**src/rtl/command_parse_multi_tbl_pkg.sv**
```systemverilog
// rtl/command_parse_multi_tbl_pkg.sv - TSMP field layout, type codes and register map for the command parser
package command_parse_multi_tbl_pkg;

  localparam logic [3:0] TYPE_WR   = 4'd1;
  localparam logic [3:0] TYPE_RD   = 4'd2;
  localparam logic [3:0] TYPE_ACK  = 4'd6;
  localparam logic [3:0] TYPE_NACK = 4'd7;

  // Header field offsets are relative to the top of the data field
  localparam int ADDR_W   = 32;
  localparam int MID_W    = 8;
  localparam int ECHO_W   = 8;
  localparam int OFS_ADDR = 0;
  localparam int OFS_TYPE = 32;
  localparam int OFS_MID  = 36;
  localparam int OFS_ECHO = 44;
  localparam int HDR_W    = ECHO_W + MID_W + ADDR_W;

  localparam logic [7:0]  MID_CFG         = 8'h00;
  localparam logic [31:0] ADDR_CFG_FINISH = 32'h3;
  localparam logic [31:0] ADDR_REG_BASE   = 32'hC;
  localparam int          REG_W           = 9;

  typedef enum logic [1:0] {
    KIND_BAD = 2'd0,
    KIND_TBL = 2'd1,
    KIND_REG = 2'd2
  } rd_kind_e;

endpackage

```
**src/rtl/cmd_rd_ack_pipe.sv**
```systemverilog
// rtl/cmd_rd_ack_pipe.sv - fixed-depth shift of decoded read context, aligned with table RAM latency
module cmd_rd_ack_pipe #(
  parameter int W     = 8,
  parameter int DEPTH = 3
) (
  input  logic         i_clk,
  input  logic         i_rst,
  input  logic [W-1:0] iv_din,
  output logic [W-1:0] ov_dout
);

  logic [W-1:0] r_stage [DEPTH];

  always_ff @(posedge i_clk) begin
    if (i_rst) begin
      for (int s = 0; s < DEPTH; s++) r_stage[s] <= '0;
    end else begin
      r_stage[0] <= iv_din;
      for (int s = 1; s < DEPTH; s++) r_stage[s] <= r_stage[s-1];
    end
  end

  assign ov_dout = r_stage[DEPTH-1];

endmodule

```
**src/rtl/command_parse_multi_tbl.sv**
```systemverilog
// rtl/command_parse_multi_tbl.sv - TSMP command parser for NUM_TBL table RAMs plus config register bank
// Define CMD_PARSE_NACK_EN to answer invalid or dropped reads with a type-7 nack.
module command_parse_multi_tbl
  import command_parse_multi_tbl_pkg::*;
#(
  parameter int                    DATA_W       = 152,
  parameter int                    NUM_TBL      = 2,
  parameter logic [7:0]            TBL_MID_BASE = 8'hd,
  parameter int                    TBL_AW       = 8,
  parameter logic [NUM_TBL*32-1:0] TBL_DEPTHS   = {32'd256, 32'd32},
  parameter int                    NUM_REG      = 3,
  parameter int                    RAM_RD_LAT   = 2,
  localparam int                   CMD_W        = DATA_W + 52
) (
  input  logic                        i_clk,
  input  logic                        i_rst,
  input  logic [CMD_W-1:0]            iv_wr_command,
  input  logic                        i_wr_command_wr,
  input  logic [CMD_W-1:0]            iv_rd_command,
  input  logic                        i_rd_command_wr,
  output logic [CMD_W-1:0]            ov_rd_ack_command,
  output logic                        o_rd_ack_wr,
  output logic [1:0]                  ov_cfg_finish,
  output logic [NUM_REG*REG_W-1:0]    ov_regulation_value,
  output logic [NUM_TBL*DATA_W-1:0]   ov_tbl_wdata,
  output logic [NUM_TBL*TBL_AW-1:0]   ov_tbl_addr,
  output logic [NUM_TBL-1:0]          ov_tbl_wr,
  output logic [NUM_TBL-1:0]          ov_tbl_rd,
  input  logic [NUM_TBL*DATA_W-1:0]   iv_tbl_rdata
);

  localparam int IDX_W  = (NUM_TBL > 1) ? $clog2(NUM_TBL) : 1;
  localparam int PIPE_W = 1 + 2 + IDX_W + HDR_W;

  logic [MID_W-1:0]  w_wr_mid, w_rd_mid;
  logic [3:0]        w_wr_type, w_rd_type;
  logic [ADDR_W-1:0] w_wr_addr, w_rd_addr;
  logic [DATA_W-1:0] w_wr_data;
  logic [HDR_W-1:0]  w_rd_hdr;
  logic              w_wr_en, w_rd_en, w_rd_reg;
  logic [NUM_TBL-1:0] w_wr_hit, w_rd_hit, w_rd_go;
  logic [IDX_W-1:0]  w_rd_idx;
  rd_kind_e          w_rd_kind;
  logic              w_unused;

  assign w_wr_mid  = iv_wr_command[DATA_W+OFS_MID +: MID_W];
  assign w_wr_type = iv_wr_command[DATA_W+OFS_TYPE +: 4];
  assign w_wr_addr = iv_wr_command[DATA_W+OFS_ADDR +: ADDR_W];
  assign w_wr_data = iv_wr_command[DATA_W-1:0];
  assign w_rd_mid  = iv_rd_command[DATA_W+OFS_MID +: MID_W];
  assign w_rd_type = iv_rd_command[DATA_W+OFS_TYPE +: 4];
  assign w_rd_addr = iv_rd_command[DATA_W+OFS_ADDR +: ADDR_W];
  assign w_rd_hdr  = {iv_rd_command[DATA_W+OFS_MID +: ECHO_W+MID_W], w_rd_addr};
  assign w_unused  = ^{iv_wr_command[DATA_W+OFS_ECHO +: ECHO_W], iv_rd_command[DATA_W-1:0]};

  assign w_wr_en = i_wr_command_wr && (w_wr_type == TYPE_WR);
  assign w_rd_en = i_rd_command_wr && (w_rd_type == TYPE_RD);

  always_comb begin
    w_wr_hit = '0;
    w_rd_hit = '0;
    w_rd_idx = '0;
    for (int i = 0; i < NUM_TBL; i++) begin
      if (w_wr_en && (w_wr_mid == TBL_MID_BASE + 8'(i)) && (w_wr_addr < TBL_DEPTHS[i*32 +: 32]))
        w_wr_hit[i] = 1'b1;
      if (w_rd_en && (w_rd_mid == TBL_MID_BASE + 8'(i)) && (w_rd_addr < TBL_DEPTHS[i*32 +: 32])) begin
        w_rd_hit[i] = 1'b1;
        w_rd_idx    = IDX_W'(i);
      end
    end
  end

  // A write to the same table owns the shared address port, so the read loses
  assign w_rd_go  = w_rd_hit & ~w_wr_hit;
  assign w_rd_reg = w_rd_en && (w_rd_mid == MID_CFG) &&
                    ((w_rd_addr == ADDR_CFG_FINISH) ||
                     ((w_rd_addr >= ADDR_REG_BASE) && (w_rd_addr < ADDR_REG_BASE + 32'(NUM_REG))));

  always_comb begin
    w_rd_kind = KIND_BAD;
    if (|w_rd_go)     w_rd_kind = KIND_TBL;
    else if (w_rd_reg) w_rd_kind = KIND_REG;
  end

  logic [NUM_TBL*DATA_W-1:0] r_tbl_wdata;
  logic [NUM_TBL*TBL_AW-1:0] r_tbl_addr;
  logic [NUM_TBL-1:0]        r_tbl_wr, r_tbl_rd;
  logic [1:0]                r_cfg_finish;
  logic [NUM_REG*REG_W-1:0]  r_reg;

  always_ff @(posedge i_clk) begin
    if (i_rst) begin
      r_tbl_wdata  <= '0;
      r_tbl_addr   <= '0;
      r_tbl_wr     <= '0;
      r_tbl_rd     <= '0;
      r_cfg_finish <= '0;
      r_reg        <= '0;
    end else begin
      r_tbl_wr <= w_wr_hit;
      r_tbl_rd <= w_rd_go;
      for (int i = 0; i < NUM_TBL; i++) begin
        r_tbl_wdata[i*DATA_W +: DATA_W] <= w_wr_hit[i] ? w_wr_data : '0;
        if (w_wr_hit[i])     r_tbl_addr[i*TBL_AW +: TBL_AW] <= w_wr_addr[TBL_AW-1:0];
        else if (w_rd_go[i]) r_tbl_addr[i*TBL_AW +: TBL_AW] <= w_rd_addr[TBL_AW-1:0];
        else                 r_tbl_addr[i*TBL_AW +: TBL_AW] <= '0;
      end
      if (w_wr_en && (w_wr_mid == MID_CFG)) begin
        if (w_wr_addr == ADDR_CFG_FINISH) r_cfg_finish <= w_wr_data[1:0];
        for (int k = 0; k < NUM_REG; k++)
          if (w_wr_addr == ADDR_REG_BASE + 32'(k)) r_reg[k*REG_W +: REG_W] <= w_wr_data[REG_W-1:0];
      end
    end
  end

  logic [PIPE_W-1:0] w_pipe_d, w_pipe_q;

  assign w_pipe_d = {w_rd_en, w_rd_kind, w_rd_idx, w_rd_hdr};

  cmd_rd_ack_pipe #(
    .W     (PIPE_W),
    .DEPTH (RAM_RD_LAT + 1)
  ) u_rd_ack_pipe (
    .i_clk   (i_clk),
    .i_rst   (i_rst),
    .iv_din  (w_pipe_d),
    .ov_dout (w_pipe_q)
  );

  logic              w_q_valid, w_ack_ok, w_ack_fire;
  rd_kind_e          w_q_kind;
  logic [IDX_W-1:0]  w_q_idx;
  logic [HDR_W-1:0]  w_q_hdr;
  logic [ADDR_W-1:0] w_q_addr;
  logic [DATA_W-1:0] w_ack_data;

  assign w_q_valid = w_pipe_q[PIPE_W-1];
  assign w_q_kind  = rd_kind_e'(w_pipe_q[PIPE_W-2 -: 2]);
  assign w_q_idx   = w_pipe_q[HDR_W +: IDX_W];
  assign w_q_hdr   = w_pipe_q[HDR_W-1:0];
  assign w_q_addr  = w_q_hdr[ADDR_W-1:0];

  // Register values are taken here, at ack-build time, not when the read was accepted
  always_comb begin
    w_ack_ok   = 1'b0;
    w_ack_data = '0;
    case (w_q_kind)
      KIND_TBL: begin
        w_ack_ok = 1'b1;
        for (int i = 0; i < NUM_TBL; i++)
          if (w_q_idx == IDX_W'(i)) w_ack_data = iv_tbl_rdata[i*DATA_W +: DATA_W];
      end
      KIND_REG: begin
        w_ack_ok = 1'b1;
        if (w_q_addr == ADDR_CFG_FINISH) w_ack_data = DATA_W'(r_cfg_finish);
        for (int k = 0; k < NUM_REG; k++)
          if (w_q_addr == ADDR_REG_BASE + 32'(k)) w_ack_data = DATA_W'(r_reg[k*REG_W +: REG_W]);
      end
      default: ;
    endcase
  end

`ifdef CMD_PARSE_NACK_EN
  assign w_ack_fire = w_q_valid;
`else
  assign w_ack_fire = w_q_valid && w_ack_ok;
`endif

  logic [CMD_W-1:0] r_ack_cmd;
  logic             r_ack_wr;

  always_ff @(posedge i_clk) begin
    if (i_rst) begin
      r_ack_cmd <= '0;
      r_ack_wr  <= 1'b0;
    end else begin
      r_ack_wr  <= w_ack_fire;
      r_ack_cmd <= w_ack_fire ? {w_q_hdr[HDR_W-1:ADDR_W], (w_ack_ok ? TYPE_ACK : TYPE_NACK),
                                 w_q_addr, w_ack_data} : '0;
    end
  end

  assign ov_rd_ack_command   = r_ack_cmd;
  assign o_rd_ack_wr         = r_ack_wr;
  assign ov_cfg_finish       = r_cfg_finish;
  assign ov_regulation_value = r_reg;
  assign ov_tbl_wdata        = r_tbl_wdata;
  assign ov_tbl_addr         = r_tbl_addr;
  assign ov_tbl_wr           = r_tbl_wr;
  assign ov_tbl_rd           = r_tbl_rd;

endmodule
```
**config.mk**
```make
export PLATFORM = sky130hd
export DESIGN_NAME = command_parse_multi_tbl
export DESIGN_NICKNAME = d
export VERILOG_FILES = /design/src/rtl/command_parse_multi_tbl_pkg.sv /design/src/rtl/cmd_rd_ack_pipe.sv /design/src/rtl/command_parse_multi_tbl.sv
export SDC_FILE = /design/constraint.sdc
export NUM_CORES = 1
export LEC_CHECK = 0
export BUFFER_PORTS_ARGS = -buffer_cell sky130_fd_sc_hd__buf_4
export CORE_AREA = 3 3 498 500
export CTS_CLUSTER_DIAMETER = 100
export DETAILED_ROUTE_END_ITERATION = 8
export DIE_AREA = 0 0 501 503
export PLACE_DENSITY = 0.35
export SETUP_SLACK_MARGIN = 0.5
export SLEW_MARGIN = 20
export SYNTH_ARGS = -nofsm -noshare
export SYNTH_HDL_FRONTEND = slang
export SYNTH_SLANG_ARGS = --single-unit
```
**constraint.sdc**
```tcl
create_clock -name i_clk -period 3.95 [get_ports i_clk]
set_input_delay 0.395 -clock i_clk [delete_from_list [all_inputs] [get_ports i_clk]]
set_output_delay 0.395 -clock i_clk [all_outputs]
set_load 0.02 [all_outputs]
```
* Word-level counts from Yosys, hierarchy flattened
Memories as Yosys holds them, arrays and structs flattened. Cells that the tools add are included.
Storage, ports and cells: register bits after elaboration 558, bits in writable memories 156, output and inout port bits 558, word-level logic and storage cells 94, memories 1
Memories:
- u_rd_ack_pipe.r_stage | words 3, bits a word 52, read ports 3, clocked after memory_dff 0, write ports 3, RTL line cmd_rd_ack_pipe.sv:12 | logic [W-1:0] r_stage [DEPTH];
Operators by class: magnitude comparators 6, eq/ne operators 17, multiplexer cells 24, bitwise logic cells 8, reductions and logical operators 27
Operators by type and width (number):
- 152-bit 2-to-1 mux | 4
- 152-bit case mux with 2 select lines | 1
- 32-bit by 4-bit equality test with 1-bit output (second input constant) | 6
- 52-bit 2-to-1 mux | 3
- 32-bit by 2-bit equality test with 1-bit output (second input constant) | 3
- 32-bit by 6-bit < comparator with 1-bit output (second input constant) | 2
- 32-bit by 9-bit < comparator with 1-bit output (second input constant) | 2
- 8-bit by 4-bit equality test with 1-bit output (second input constant) | 4
- 32-bit by 4-bit greater-or-equal comparator with 1-bit output (second input constant) | 1
- 32-bit by 4-bit < comparator with 1-bit output (second input constant) | 1
- 8-bit 2-to-1 mux | 4
- 8-bit zero test | 2
- 1-bit logical AND | 15
- 2-bit OR reduction | 5
- 1-bit 2-to-1 mux | 9
- 2-bit AND reduction | 4
- 2-bit 2-to-1 mux | 3
- 4-bit by 1-bit equality test with 1-bit output (second input constant) | 1
- 4-bit by 2-bit equality test with 1-bit output (second input constant) | 1
- 1-bit NOT | 3
- 1-bit bitwise OR | 3
- 2-bit AND | 1
- 2-bit by 1-bit equality test with 1-bit output (second input constant) | 1
- 2-bit equality test (second input constant) | 1
- other kinds (2) | 2

* Longest topological paths before layout
depth in word-level cells 10, depth in mapped cells 7, mapped depth without buffers 6

* Cells and area by module
Synthesis repeated with hierarchy kept, for this count alone.
Second synthesis, totals: cells, all modules 1903, area total of the unflattened synthesis 21804.7 µm²
Modules (own cells, without submodules):
- command_parse_multi_tbl | times used 1, cells an instance 1522, area an instance 17229.0 µm², sequential area each 11130.7 µm²
- cmd_rd_ack_pipe | times used 1, cells an instance 381, area an instance 4575.6 µm², sequential area each 3123.0 µm²

* Worst setup path before layout
OpenSTA, ideal clock, no wires.
kind in2reg, from input port iv_wr_command[189], to register r_reg[8] (netlist: ov_regulation_value[8]), setup time 128 ps, arrival time 2185 ps, data required time 3822 ps, path slack 1638 ps, stages 6, cell sequence or4_4 or4b_1 or4_1 buf_4 mux2i_1 nor2_1
On the way: word-level cells in the longest chain between the ends 3
RTL lines:
- from (decl) | RTL line command_parse_multi_tbl.sv:17 | input logic [CMD_W-1:0] iv_wr_command,
- 8-bit zero test | RTL line command_parse_multi_tbl.sv:108 | if (w_wr_en && (w_wr_mid == MID_CFG)) begin
- 1-bit logical AND | RTL line command_parse_multi_tbl.sv:108
- 2-bit AND reduction (no line)
- to (signal, indexed assignment) | RTL line command_parse_multi_tbl.sv:111 | if (w_wr_addr == ADDR_REG_BASE + 32'(k)) r_reg[k*REG_W +: REG_W] <= w_wr_data[REG_W-1:0];
- to (decl) | RTL line command_parse_multi_tbl.sv:89 | logic [NUM_REG*REG_W-1:0] r_reg;
No other way between the ends. A chain may end at the register's enable or synchronous reset.

* Worst setup path in the final report
from input port iv_rd_command[187], to register r_tbl_addr[10] (netlist: ov_tbl_addr[10])
On the way: word-level cells in the longest chain between the ends 8
RTL lines:
- from (decl) | RTL line command_parse_multi_tbl.sv:19 | input logic [CMD_W-1:0] iv_rd_command,
- 4-bit by 2-bit equality test with 1-bit output | RTL line command_parse_multi_tbl.sv:57 | assign w_rd_en = i_rd_command_wr && (w_rd_type == TYPE_RD);
- 1-bit logical AND | RTL line command_parse_multi_tbl.sv:57
- 1-bit logical AND (2 in series) | RTL line command_parse_multi_tbl.sv:66 | if (w_rd_en && (w_rd_mid == TBL_MID_BASE + 8'(i)) && (w_rd_addr < TBL_DEPTHS[i*32 +: 32])) begin
- 1-bit 2-to-1 mux | RTL line command_parse_multi_tbl.sv:66
- 2-bit AND | RTL line command_parse_multi_tbl.sv:74 | assign w_rd_go = w_rd_hit & ~w_wr_hit;
- 8-bit 2-to-1 mux | RTL line command_parse_multi_tbl.sv:105 | else if (w_rd_go[i]) r_tbl_addr[i*TBL_AW +: TBL_AW] <= w_rd_addr[TBL_AW-1:0];
- 8-bit 2-to-1 mux | RTL line command_parse_multi_tbl.sv:104 | if (w_wr_hit[i]) r_tbl_addr[i*TBL_AW +: TBL_AW] <= w_wr_addr[TBL_AW-1:0];
- to (signal, indexed assignment) | RTL line command_parse_multi_tbl.sv:104
- to (signal, indexed assignment) | RTL line command_parse_multi_tbl.sv:105
- to (decl) | RTL line command_parse_multi_tbl.sv:86 | logic [NUM_TBL*TBL_AW-1:0] r_tbl_addr;
No other way between the ends.

==> metrics <==
wire length of the first global-routing pass 174 mm; worst-case headroom to the max-slew limit a little under two fifths; global-route usage over all layers roughly a tenth; number of buffers inserted during clock tree synthesis 94; EDFF count, synth 0; port bufs 1,112; clock root cell sky130_fd_sc_hd__clkbuf_16; largest family of logic cells by synthesized area simple AND/OR/NAND/NOR gates; die width 501 um; Wirelength per Cell between 15 and 20 um; Cells on Worst Hold Path 3; Reg-to-Reg Start u_rd_ack_pipe.r_stage[0][153]; required time at the endpoint of the critical path 4.59 ns; CTS HTree Levels 3; switching power of the nets 0.00409 W; mux share of post-synthesis cell area roughly 8.5%; buffers plus inverters on the worst setup path 5; overall routed net length ~130 mm; final instance area around 42,000 sq um; signal arrival time at the worst endpoint about 3.7 ns; kind of start point of the critical path input pin; number of nets with antenna violations after routing 0; ys flop type sky130_fd_sc_hd__dfxtp_1; cell count after placement just over 6k; cell count after synthesis 1,858; synthesized flop and latch total around 710; Worst-Margin Slew 0.940 ns; DR iter-0 viols about 700; I/O pin cnt between 1k and 1.5k; critical register-to-register path endpoint ov_rd_ack_command[0]; power density over the cells slightly above 400 nW/um^2; Fin Clk Skew 0.0403 ns; setup slack of the worst register-to-register path between 1.5 and 2 ns; internal power consumption between 0.01 and 0.015 W; weighted congestion reported at the end of routability-driven placement 0.806; share of synthesized cell area in full adder, half adder and majority cells less than 1%; post-route clock period utilization between 70% and 80%; fin cells 6,787; area of the placeable core approximately 240,000 sq um; clock-pin slew reported for the worst setup and hold paths after clock tree synthesis 0.06 ns; final setup TNS 0 ns; pin count of the biggest net entering global routing 95; DIE AREA between 200,000 and 300,000 sq um; hold worst-path end u_rd_ack_pipe.r_stage[0][51]; Skew-Pair Late Insertion Delay ~0.7 ns; number of standard-cell rows in the floorplan about 180; final worst path period need about 3.1 ns; post-synthesis cell type with the largest combined area sky130_fd_sc_hd__dfxtp_1; sequential share of power 41.8%; total number of vias 19.4k; cell with the most instances on the worst path sky130_fd_sc_hd__dlygate4sd3_1; worst path cell trace dlygate4sd3_1, buf_4, nor4b_1, dlygate4sd3_1, nand2_1, nand4b_1, buf_4, or4_1, a21oi_1, dlygate4sd3_1; xor-xnor portion of the synthesized cell area 0%; outcome completed; Area Growth Syn to Fin 96.3%; GRT Residual Overflow 0; Worst Path Max Fanout 9; static leakage around 18 nW; Critical Setup Path Class input pin to flop; Starting Density under 10%; final setup violation count 0; kind of end point of the critical path flop; Yosys top cell area share 66.6%; most frequent cells in the layout sky130_fd_sc_hd__buf_4, sky130_fd_sc_hd__dfxtp_1, sky130_fd_sc_hd__dlygate4sd3_1, sky130_fd_sc_hd__and2_1, sky130_fd_sc_hd__nor2_1; post-synth design cell area around 21,000 sq um; Warnings, synthesis 0; min-delay worst type input pin to flop; number of antenna violations at the first check in global routing 33; Layout Utilization 17.3%; simple-gate share of the synthesized area 21.4%; post-detailed-route DRC marker count 0; vias in the first global route 20.8k; Via-to-Cell Ratio between 2 and 3; NumNets Final between 4k and 5k; setup repair after global routing missed its margin no; Compound-Gate Fraction of Synth Area around 1.3%; FMAX 325 MHz; fraction of the yosys area taken by sequential cells between 60% and 70%; R2R depth 8; logic gate share of total power between 6 and 7%; proportion of total power due to net switching 23.6%; Max Buffers Root-to-Sink 3; startpoint of the lowest-slack hold path i_rd_command_wr; proportion of layout cells with a drive suffix above 1 ~37%; largest stage delay on the critical path around 0.6 ns; highest-delay cell along the critical path sky130_fd_sc_hd__dlygate4sd3_1; Avg Synthesized Cell Area 11.5 sq um; Max IR drop VDD about 0.00033 V; number of max-slew violations in the final report 0; number of optimization iterations in the first detailed-route pass 4; clock tree from TritonCTS yes; Clock power frac 51.5%; final count of hold timing violations 0; async set-or-reset flop fraction in the synthesized netlist 0%; detailed placer's ending HPWL between 100 and 150 mm; CP top delay family buffers and inverters; overall die height about 500 um; max-cap violation count 0; top cells by area in the synthesized netlist sky130_fd_sc_hd__dfxtp_1, sky130_fd_sc_hd__and2_1, sky130_fd_sc_hd__mux2i_1; fill cell count between 20k and 30k; clock net sink count about 700; Placement Cell Area roughly 34,000 sq um; Distinct cells, synth 42; commonest non-fill, non-tap cell in the layout sky130_fd_sc_hd__buf_4
[per-stage QoR]
step | hold slack (ns) | setup slack [ns] | power (W)
CTS | 0.00588 | 0.722 | 0.0178
finish | 0.0787 | 0.876 | 0.0174
floorplan | 0.406 | 1.64 | 0.00755
detailed placement | 0.415 | 0.363 | 0.00819
global route | 0.0210 | 0.810 | 0.0181
global placement | 0.412 | 0.356 | 0.00819
[synthesized netlist by cell type (all sizes together), types with 5 or more instances]
library cell and instances:
a22o 5, clkbuf 83, a21oi 13, nor4 28
or4 17, mux2 7, buf 23, o21ai 14
o31ai 7, nand2 32, mux2i 174, and2 353
nor2 189, nor2b 153, nand3b 8, dfxtp 712
[registers in the layout, summed over array words and instances, names as in the netlist]
signal,count
ov_cfg_finish,2
ov_regulation_value,27
o_rd_ack_wr,1
u_rd_ack_pipe.r_stage,156
ov_tbl_wdata,304
ov_rd_ack_command,202
ov_tbl_rd,2
ov_tbl_addr,16
ov_tbl_wr,2
[layer usage]
layer	up-vias	routed length, um	global-route usage (%)
met5	-	21	0
met3	208	13100	3.64
li1	9279	-	-
met4	4	6200	4.97
met1	8957	45500	9.93
met2	928	69200	18.6
[power groups by stage]
stage / sequential [W] / combinational [W] / clock, W
floorplan: 0.00741 / 0.000141 / 0
global placement: 0.00741 / 0.000772 / 0
detailed placement: 0.00742 / 0.000771 / 0
CTS: 0.00726 / 0.00118 / 0.00939
global route: 0.00726 / 0.00124 / 0.00962
finish: 0.00726 / 0.00116 / 0.00894
[how the worst max path moves through the flow]
stage	start	end	slack, ns	cells after the start
global route	iv_rd_command[187]	ov_tbl_addr[10]	0.81	10
floorplan	iv_wr_command[189]	ov_regulation_value[8]	1.64	6
finish	iv_rd_command[187]	ov_tbl_addr[10]	0.88	10
detailed placement	iv_wr_command[170]	ov_tbl_wdata[224]	0.36	9
global placement	iv_wr_command[170]	ov_tbl_wdata[179]	0.36	9
CTS	iv_rd_command[187]	ov_tbl_addr[10]	0.72	9
[kinds of logic (layout without fill, tap and decap cells)]
kind of cell | Yosys count | in the layout
AND/OR/NAND/NOR | 810 | 810
adder cells (fa/ha/maj) | 2 | 2
flip-flops | 712 | 712
buffers and inverters | 108 | 1823
multiplexers | 181 | 181
AO/OA/AOI/OAI | 44 | 44
other | 1 | 13
[area by class of cell]
type | count | area [sq um] | area share, %
flip-flops and latches | 712 | 14300 | 33.9
clock inverters | 37 | 557 | 1.32
inverters | 2 | 7.51 | 0.0179
multi-input cells | 1042 | 6760 | 16.1
clock buffers | 134 | 2700 | 6.43
repair buffers | 1650 | 13700 | 32.6
well taps | 3202 | 4010 | 9.53
diodes | 8 | 20.0 | 0.0476
[worst register-to-register path: stages (launching register included)]
cell and delay [ns]:
sky130_fd_sc_hd__dfxtp_1 0.33, sky130_fd_sc_hd__inv_1 0.05, sky130_fd_sc_hd__ha_1 0.31, sky130_fd_sc_hd__nor3b_2 0.29, sky130_fd_sc_hd__buf_4 0.49, sky130_fd_sc_hd__nand3_1 0.14
sky130_fd_sc_hd__buf_4 0.23, sky130_fd_sc_hd__o32ai_1 0.30, sky130_fd_sc_hd__buf_4 0.22
[what timing repair did]
| item | CTS | global route |
|---|---|---|
| setup buffers | 0 | 3 |
| hold endpoints to repair | 535 | 0 |
| hold buffers | 486 | 0 |
| endpoints found under the setup margin | 0 | 1 |
| resized for setup | 0 | 0 |
Note: power is estimated with default switching activity, not from simulation.
